File: config.mk
export PLATFORM = sky130hd
export DESIGN_NAME = dac_stream_arbiter
export DESIGN_NICKNAME = d
export VERILOG_FILES = /design/src/rtl/dac_arb_pkg.sv /design/src/rtl/dac_rate_tick.sv /design/src/rtl/dac_stream_arbiter.sv
export SDC_FILE = /design/constraint.sdc
export NUM_CORES = 1
export LEC_CHECK = 0
export CAP_MARGIN = 20
export CORE_UTILIZATION = 25
export DETAILED_ROUTE_END_ITERATION = 8
export GPL_TIMING_DRIVEN = 0
export PLACE_DENSITY = 0.48
export SYNTH_ARGS = -nofsm -noshare
export SYNTH_HDL_FRONTEND = slang
export SYNTH_SLANG_ARGS = --single-unit
File: constraint.sdc
create_clock -name mclk -period 4.3 [get_ports mclk]
set_input_delay 0.645 -clock mclk [delete_from_list [all_inputs] [get_ports mclk]]
set_output_delay 0.645 -clock mclk [all_outputs]
set_load 0.03 [all_outputs]
File: src/rtl/dac_arb_pkg.sv
// Shared definitions for the DAC stream arbiter: parameter defaults, FSM state enum, round-robin grant search.
// Latency: none. This package holds only types, constants and a combinational function.
// Backpressure: not applicable.
package dac_arb_pkg;

  localparam int NUM_REQ_DEF = 4;
  localparam int DATA_W_DEF  = 16;
  localparam int DIV_W_DEF   = 16;

  // Upper bound on requesters the grant search can handle (5-bit index).
  localparam int MAX_REQ     = 32;

  typedef enum logic [1:0] {
    S_IDLE      = 2'd0,
    S_WAIT_TICK = 2'd1,
    S_ARB       = 2'd2,
    S_SEND      = 2'd3
  } state_e;

  typedef struct packed {
    logic       found;
    logic [4:0] idx;
  } grant_t;

  // Return the first requester with valid set, searching from last+1 and wrapping
  // modulo n. Because last < n and i <= n, one subtraction replaces the modulo.
  function automatic grant_t rr_next_grant(input logic [MAX_REQ-1:0] valid,
                                           input logic [4:0]         last,
                                           input int                 n);
    grant_t g;
    int     j;
    g.found = 1'b0;
    g.idx   = '0;
    j       = 0;
    for (int i = 1; i <= MAX_REQ; i++) begin
      if (i <= n && !g.found) begin
        j = int'(last) + i;
        if (j >= n) j = j - n;
        if (valid[j[4:0]]) begin
          g.found = 1'b1;
          g.idx   = j[4:0];
        end
      end
    end
    return g;
  endfunction

endpackage

File: src/rtl/dac_rate_tick.sv
// Sample-rate tick generator: counts 0..rate_div while en is high, pulsing tick on the last count.
// Latency: tick is combinational from the count register; one pulse every rate_div+1 cycles.
// Backpressure: none. rate_div is latched only at a wrap (or while disabled), never mid-count.
// Ports: mclk, rst (sync, active-high), en, rate_div[DIV_W] -> tick.
module dac_rate_tick
  import dac_arb_pkg::*;
#(
  parameter int DIV_W = DIV_W_DEF
) (
  input  logic             mclk,
  input  logic             rst,
  input  logic             en,
  input  logic [DIV_W-1:0] rate_div,
  output logic             tick
);

  logic [DIV_W-1:0] r_count;
  logic [DIV_W-1:0] r_limit;

  assign tick = en && (r_count == r_limit);

  always_ff @(posedge mclk) begin
    if (rst) begin
      r_count <= '0;
      r_limit <= rate_div;
    end else if (!en || tick) begin
      // Holding at 0 while disabled; a new period only takes hold at a wrap.
      r_count <= '0;
      r_limit <= rate_div;
    end else begin
      r_count <= r_count + DIV_W'(1);
    end
  end

endmodule

File: src/rtl/dac_stream_arbiter.sv
// Round-robin arbiter feeding one DAC driver from NUM_REQ AXI-stream requesters at a fixed sample rate.
// Latency: tick in cycle N -> s_axis_ready pulse in N+1 -> m_axis_valid in N+2.
// Backpressure: SEND holds m_axis_data until m_axis_ready; ticks arriving in ARB/SEND are dropped.
// Ports: mclk, rst (sync, active-high), en, rate_div; s_axis_valid/data/ready (requesters);
//        m_axis_valid/data/ready (DAC driver); grant_id, busy status.
// Option: define DAC_ARB_OVERRUN_CNT_EN to add output overrun_cnt[15:0] (saturating dropped-tick count).
module dac_stream_arbiter
  import dac_arb_pkg::*;
#(
  parameter int NUM_REQ = NUM_REQ_DEF,
  parameter int DATA_W  = DATA_W_DEF,
  parameter int DIV_W   = DIV_W_DEF
) (
  input  logic                       mclk,
  input  logic                       rst,
  input  logic                       en,
  input  logic [DIV_W-1:0]           rate_div,
  input  logic [NUM_REQ-1:0]         s_axis_valid,
  input  logic [NUM_REQ*DATA_W-1:0]  s_axis_data,
  output logic [NUM_REQ-1:0]         s_axis_ready,
  output logic                       m_axis_valid,
  output logic [DATA_W-1:0]          m_axis_data,
  input  logic                       m_axis_ready,
  output logic [$clog2(NUM_REQ)-1:0] grant_id,
  output logic                       busy
`ifdef DAC_ARB_OVERRUN_CNT_EN
  ,
  output logic [15:0]                overrun_cnt
`endif
);

  localparam int GID_W = $clog2(NUM_REQ);

  // The state register stays a plain vector; the enum only names the encodings.
  localparam logic [1:0] ST_IDLE      = S_IDLE;
  localparam logic [1:0] ST_WAIT_TICK = S_WAIT_TICK;
  localparam logic [1:0] ST_ARB       = S_ARB;
  localparam logic [1:0] ST_SEND      = S_SEND;

  logic [1:0]        r_state;
  logic [1:0]        w_state_nxt;
  logic [DATA_W-1:0] r_data;
  logic [GID_W-1:0]  r_grant_id;
  logic [GID_W-1:0]  r_last_grant;
  logic              w_tick;
  grant_t            w_pick;
  logic              w_grant;

  dac_rate_tick #(
    .DIV_W(DIV_W)
  ) u_rate_tick (
    .mclk    (mclk),
    .rst     (rst),
    .en      (en),
    .rate_div(rate_div),
    .tick    (w_tick)
  );

  assign w_pick  = rr_next_grant(MAX_REQ'(s_axis_valid), 5'(r_last_grant), NUM_REQ);

  // A grant needs en still high; dropping en in ARB abandons the slot.
  assign w_grant = (r_state == ST_ARB) && en && w_pick.found;

  assign s_axis_ready = w_grant ? (NUM_REQ'(1) << w_pick.idx) : '0;

  always_comb begin
    w_state_nxt = r_state;
    case (r_state)
      ST_IDLE: begin
        if (en) w_state_nxt = ST_WAIT_TICK;
      end
      ST_WAIT_TICK: begin
        if (!en)         w_state_nxt = ST_IDLE;
        else if (w_tick) w_state_nxt = ST_ARB;
      end
      ST_ARB: begin
        if (!en)               w_state_nxt = ST_IDLE;
        else if (w_pick.found) w_state_nxt = ST_SEND;
        else                   w_state_nxt = ST_WAIT_TICK;
      end
      ST_SEND: begin
        // A transfer in flight always completes, even if en has dropped.
        if (m_axis_ready) w_state_nxt = en ? ST_WAIT_TICK : ST_IDLE;
      end
      default: w_state_nxt = ST_IDLE;
    endcase
  end

  always_ff @(posedge mclk) begin
    if (rst) begin
      r_state      <= ST_IDLE;
      r_data       <= '0;
      r_grant_id   <= '0;
      // Starting at the top index makes the first search begin at requester 0.
      r_last_grant <= GID_W'(NUM_REQ - 1);
    end else begin
      r_state <= w_state_nxt;
      if (w_grant) begin
        r_data       <= s_axis_data[w_pick.idx*DATA_W +: DATA_W];
        r_grant_id   <= w_pick.idx[GID_W-1:0];
        r_last_grant <= w_pick.idx[GID_W-1:0];
      end
    end
  end

  assign m_axis_valid = (r_state == ST_SEND);
  assign m_axis_data  = r_data;
  assign grant_id     = r_grant_id;
  assign busy         = (r_state != ST_IDLE);

`ifdef DAC_ARB_OVERRUN_CNT_EN
  logic [15:0] r_overrun_cnt;

  always_ff @(posedge mclk) begin
    if (rst) begin
      r_overrun_cnt <= '0;
    end else if (w_tick && (r_state == ST_ARB || r_state == ST_SEND) &&
                 r_overrun_cnt != 16'hFFFF) begin
      r_overrun_cnt <= r_overrun_cnt + 16'd1;
    end
  end

  assign overrun_cnt = r_overrun_cnt;
`endif

endmodule

# After elaboration in Yosys (flattened, before gate mapping)
# Cells that the tools add are included.
dict set report totals {
  register_bits 54
  input_bits 88
  out_inout_bits 24
}
dict set report classes {
  add_sub_neg 9
  n_lt_le_gt_ge 8
  eq_ne 7
  n_shift 2
  n_mux 33
  n_reduce_logical 10
}
# op count
set ops {}
lappend ops {{$shiftx A64 B10 Y16} 1}
lappend ops {{$mux W6} 7}
lappend ops {{$mux W5} 7}
lappend ops {{$mux W16} 2}
lappend ops {{$lt A5 B6 Y1 const B} 4}
lappend ops {{$bmux W1 S5} 4}
lappend ops {{$add A16 B1 Y16 const B} 1}
lappend ops {{$eq A16 B16 Y1} 1}
lappend ops {{$mux W2} 6}
lappend ops {{$sub A3 B3 Y4 const B} 3}
lappend ops {{$ge A3 B3 Y1 const B} 3}
lappend ops {{$pmux W2 S4} 1}
lappend ops {{$add A2 B2 Y3 const B} 2}
lappend ops {{$mux W1} 5}
lappend ops {{$shl A1 B5 Y4 const A} 1}
lappend ops {{$sub A4 B3 Y5 const B} 1}
lappend ops {{$add A2 B3 Y4 const B} 1}
lappend ops {{$eq A2 B2 Y1 const B} 2}
lappend ops {{$ge A4 B3 Y1 const B} 1}
lappend ops {{$mux W4} 1}
lappend ops {{$reduce_bool A2 Y1} 2}
lappend ops {{$add A2 B1 Y3 const B} 1}
lappend ops {{$logic_and A1 B1 Y1} 3}
lappend ops {{$ne A3 B2 Y1 const B} 1}
lappend ops {{other kinds (8)} 8}

# Depth between registers and ports, before layout
dict set report depth {
  word_depth 24
  ltp_mapped 13
}

# Modules after synthesis
# From an unflattened synthesis, not the netlist that was laid out.
dict set report unflattened {
  hier_cells 374
  area_unflattened_um2 3722.3
}
# module instances cells_per_inst area_per_inst_um2 seq_area_each_um2
set modules_own_cells {}
lappend modules_own_cells {dac_stream_arbiter 1 257 2323.5 440.4}
lappend modules_own_cells {dac_rate_tick 1 117 1398.8 800.8}

# Worst setup path after synthesis
# OpenSTA, ideal clock, no wires.
dict set report synth_timing {
  path_type {register to output}
  from {register r_last_grant[0]}
  to {output port s_axis_ready[3]}
  t_arrival_ns 3.210
  required_time_ns 3.655
  slack_ns 0.445
  path_stages_with_launch 13
  n_path_buf 5
  cell_sequence {dfxtp_1 > buf_6 > clkbuf_1 > inv_1 > ha_1 > clkbuf_1 > mux4_1 > nand2_1 > o21a_1 > buf_4 > buf_2 > xnor2_1 > nor2b_1}
}
dict set report synth_via {
  elab_chain_len 14
  elab_cells_between_ends 37
  classes_between {8 x add/sub; 4 x order compare; 1 x shift; 23 x mux; 1 x reduce/logical}
}
# element line_no
set synth_rtl {}
lappend synth_rtl {{start: declaration} dac_stream_arbiter.sv:44} ;# logic [GID_W-1:0] r_last_grant;
lappend synth_rtl {{start signal: assignment} dac_stream_arbiter.sv:95} ;# r_last_grant <= GID_W'(NUM_REQ - 1);
lappend synth_rtl {{start signal: assignment} dac_stream_arbiter.sv:101} ;# r_last_grant <= w_pick.idx[GID_W-1:0];
lappend synth_rtl {{$add A2 B1 Y3 or $add A2 B2 Y3 (tied branches)} dac_arb_pkg.sv:37} ;# j = int'(last) + i;
lappend synth_rtl {{$sub A3 B3 Y4 or $ge A3 B3 Y1 (tied branches)} dac_arb_pkg.sv:38} ;# if (j >= n) j = j - n;
lappend synth_rtl {{$mux W5} dac_arb_pkg.sv:38}
lappend synth_rtl {{$bmux W1 S5 or $mux W5 (tied branches)} {dac_arb_pkg.sv:39, dac_arb_pkg.sv:36}}
lappend synth_rtl {{$mux W1 (implied by the code) or $bmux W1 S5 (tied branches)} dac_arb_pkg.sv:39} ;# if (valid[j[4:0]]) begin
lappend synth_rtl {{$mux W6 or $mux W1 (tied branches)} dac_arb_pkg.sv:39}
lappend synth_rtl {{$mux W6} dac_arb_pkg.sv:39}
lappend synth_rtl {{$mux W6} dac_arb_pkg.sv:36} ;# if (i <= n && !g.found) begin
lappend synth_rtl {{$mux W6} dac_arb_pkg.sv:39}
lappend synth_rtl {{$mux W6} dac_arb_pkg.sv:36}
lappend synth_rtl {{$mux W6} dac_arb_pkg.sv:39}
lappend synth_rtl {{$mux W6 (*)} dac_arb_pkg.sv:36}
lappend synth_rtl {{$shl A1 B5 Y4} dac_stream_arbiter.sv:64} ;# assign s_axis_ready = w_grant ? (NUM_REQ'(1) << w_pick.idx) : '0;
lappend synth_rtl {{$mux W4 (*)} dac_stream_arbiter.sv:64}
lappend synth_rtl {{end: declaration} dac_stream_arbiter.sv:20} ;# output logic [NUM_REQ-1:0] s_axis_ready,
# Every way passes the cells marked *; elsewhere a longest branch is shown, timed or not. The select of a mux whose other input is x is not followed.

# Worst setup path in the final report
dict set report layout_timing {
  from {register r_last_grant[0]}
  to {output port s_axis_ready[1]}
}
# The elaborated chain is that of the path after synthesis.

==> summary.txt <==
Logic synthesis
  • Synth area leaders: dfxtp_1, edfxtp_1, nand3_1
  • EDFF count, synth: 16
  • Top cells by count, synth: nand3_1, nor2_1, dfxtp_1
  • Top FF cell, synth: dfxtp_1
  • Area leader, netlist: dfxtp_1
  • Syn avg cell area: between 8 and 9 um2
  • Library cells used by synthesis: 53
  • Seq/Total Area, Yosys: 0.3157
  • Yosys top cell area share: 0.1935
  • Cells after Synth: about 470
  • Synthesized area: just under 4000 um2
  • Fraction of registers with async set/reset: 0
  • Syn nets: 567
  • Ys Warns: 0
  • Yosys reg bits: 54
  • Most common cell in the synthesized netlist: nand3_1

Setup path
  • Critical Path RT: 3.65 ns
  • Critical R2R Capture: m_axis_data[12]$_SDFFE_PP0P_
  • CP Cell Sequence: buf_6 -> clkbuf_4 -> inv_1 -> ha_1 -> clkbuf_4 -> mux4_1 -> nand2_1 -> o21a_1 -> buf_6 -> buf_4 -> a21oi_1 -> a21oi_2 -> and2_1 -> clkdlybuf4s15_2
  • Worst EP arrival: between 3 and 4 ns
  • R2R cell count: 12
  • Critical Path Fanout Max: 10
  • Crit path from: r_last_grant[0]$_SDFFE_PP1P_
  • Setup crit end kind: primary output
  • Crit path kind: reg2out
  • Setup slack, reg-to-reg: 0.93 ns
  • CP peak stage delay: 0.42 ns
  • Slowest stage cell on the critical path: dfxtp_4
  • Reg2Reg Launch Point: r_last_grant[0]$_SDFFE_PP1P_
  • Startpoint types: flip-flop

Detailed routing
  • Drt first pass iters: 5
  • WL final: between 10 and 15 mm
  • Via Count: 4,052
  • Drt initial violations: roughly 270
  • Antenna-violating nets left: 0
  • Routed len/inst: around 16 um
  • DRC: 0
  • Post-DR vias/cell: just over 5

Power and ir drop
  • VDD IR max: approximately 180 uV
  • Power Density: about 240 nW/um2
  • Leak: between 0.002 and 0.0025 uW

Placement
  • Final HPWL from detailed placement: 9.920 mm
  • Pre-CTS setup slack: -0.7132 ns
  • Port bufs: between 100 and 150
  • Gp weighted congestion: 0.8171
  • DP Cell Count: 796
  • Post-DP Area: 5321 um2

Final layout
  • Final cell utilization of the core: 0.3629
  • Share of post-route cells with drive strength above 1: 0.1059
  • Area growth syn-to-layout: 40.87%
  • NumNets Final: 688
  • Final cell count without fillers: between 800 and 900
  • Reg area: about 1200 um2
  • Fillers: about 1,600
  • Area of the multi-input gates: roughly 2500 um2
  • Post-route design area: between 5000 and 6000 um2
  • # diodes: 0

Hold path
  • Hold Crit Depth: 2
  • Worst hold start: grant_id[1]$_SDFFE_PP0P_
  • Worst min path class: reg2reg
  • Worst hold path endpoint: grant_id[1]$_SDFFE_PP0P_

GRT
  • Vias in the first global route: 3,683
  • Aggregate global routing overflow: 0
  • Largest net degree at the start of global routing: 18
  • Total GRT Usage: 0.1549
  • Initial antenna violation count: 0
  • First-pass GRT wire length: 19.84 mm

Run
  • Max Cap Viol: 0

Timing
  • Fin worst setup slack: 0.2212 ns
  • Worst slew pin tran: ~0.6 ns
  • Fin. max-slew vios: 0
  • Worst slew margin: 0.5967
  • Minimum clock period: between 4 and 5 ns
  • Period Utilization, post-route: 0.9486
  • Highest Clock Rate: roughly 250 MHz
  • Fin. Hold Viols: 0
  • Max Clock Skew: between 0.01 and 0.015 ns
  • RSZ-0062 raised after global routing: false
  • Final Setup Violations: 0
  • TNS Setup: 0 ns

CTS
  • CTS max path bufs: 2
  • Sink Count: 54
  • Cts bufs inserted: 5
  • Worst skew pair latency: around 0.29 ns
  • CTS clk-pin slew, worst paths: roughly 0.080 ns
  • Clock root buffer master: clkbuf_16
  • Hold_buf cts: 0
  • CTS tree: built
  • H-Tree Depth: 2

Floorplan
  • Io pins: ~110
  • Initial Utilization: 0.2576
  • Core Region: ~15,000 um2
  • Die Area: between 15,000 and 20,000 um2
  • # rows: 45
  • Die width: about 130 um
  • Height of the die: 127.4 um

Run status
  • Status: completed
==> registers in the layout (all words and copies together), names as in the netlist <==
signal / count
m_axis_data: 16
u_rate_tick.r_count: 16
u_rate_tick.r_limit: 16
grant_id: 2
r_last_grant: 2
r_state: 2
==> logic make-up after synthesis <==
kind of cell / Yosys count / share of synthesized area
flip-flops: 54 / 0.3157
buffers and inverters: 42 / 0.05251
adder cells (fa/ha/maj): 6 / 0.01910
AND/OR/NAND/NOR: 192 / 0.2432
XOR/XNOR: 31 / 0.06906
multiplexers: 25 / 0.08243
AO/OA/AOI/OAI: 123 / 0.2180
==> critical path, delay by kind of cell (launching register included) <==
| kind | cells | cell delay (ns) |
|---|---|---|
| AND/OR/NAND/NOR | 2 | 0.25 |
| flip-flops | 1 | 0.42 |
| AO/OA/AOI/OAI | 3 | 0.47 |
| buffers and inverters | 7 | 1.36 |
| adder cells (fa/ha/maj) | 1 | 0.33 |
| multiplexers | 1 | 0.29 |
==> layer usage <==
metal  global-route usage  wire length (um)  vias to the layer above
met3              0.02513               891                       10
met1               0.2105              5834                     1920
met4              0.03221               112                        0
met2               0.2575              6050                      149
met5                    0                 0                        -
li1                     -                 -                     1973
==> final cells by class <==
class,count,area share
plain buffers,36,0.03615
clock buffers,6,0.02508
clock inverters,2,0.007004
inverters,6,0.004067
multi-input cells,377,0.4492
flip-flops and latches,54,0.2248
well taps,211,0.04767
repair buffers,114,0.2061
==> per-stage QoR <==
step	total power [uW]	hold slack [ns]
final	1316	0.5038
after CTS	1329	0.5072
after global placement	834.9	0.4857
after floorplan	695.0	0.4588
after global routing	1381	0.5291
after detailed placement	838.5	0.4920
==> where the power goes <==
group	switching (uW)	internal [uW]	total [uW]
combinational	143	140	283
sequential	9.48	539	548
clock	192	293	485
==> worst max path at each step <==
stage	to
finish	s_axis_ready[1]
global route	s_axis_ready[1]
CTS	s_axis_ready[1]
detailed placement	s_axis_ready[1]
global placement	s_axis_ready[1]
floorplan	s_axis_ready[3]
==> layout by cell type (no fill, tap or decap), types with 2 or more instances in the layout <==
| cell | Yosys | routed |
|---|---|---|
| a21oi_2 | 4 | 5 |
| xor2_1 | 25 | 25 |
| nand2_1 | 26 | 26 |
| edfxtp_1 | 16 | 16 |
| nor2_1 | 56 | 56 |
| a211o_1 | 16 | 16 |
| o21ai_0 | 32 | 32 |
| clkbuf_1 | 21 | 19 |
| mux2_1 | 5 | 5 |
| ha_1 | 6 | 6 |
| nand4_1 | 4 | 4 |
| a2111o_1 | 2 | 2 |
| a311oi_1 | 17 | 17 |
| clkdlybuf4s15_2 | 0 | 2 |
| clkbuf_16 | 0 | 5 |
| mux2i_1 | 2 | 2 |
| buf_6 | 2 | 3 |
| and3_1 | 6 | 6 |
| o21ai_1 | 7 | 7 |
| a21oi_1 | 34 | 33 |
| nor2b_1 | 3 | 3 |
| clkdlybuf4s50_1 | 0 | 107 |
| nor4_1 | 5 | 5 |
| buf_4 | 1 | 4 |
| mux4_1 | 2 | 2 |
| mux2_2 | 14 | 14 |
| inv_1 | 6 | 6 |
| nand3_1 | 57 | 57 |
| dfxtp_1 | 38 | 37 |
| dlygate4sd2_1 | 0 | 2 |
| clkbuf_4 | 0 | 2 |
| xnor2_1 | 6 | 6 |
| nor3_1 | 2 | 2 |
| nor3b_1 | 3 | 3 |
| a221o_1 | 2 | 2 |
| buf_2 | 11 | 9 |
| and2_1 | 21 | 21 |
==> timing repair <==
| item | in CTS | in global routing |
|---|---|---|
| endpoints found under the setup margin | 4 | 4 |
| gates resized for setup | 15 | 4 |
| cloned | 0 | 0 |
| setup buffers | 0 | 2 |
| pin swaps | 0 | 1 |
(Power assumes the default switching activity.)
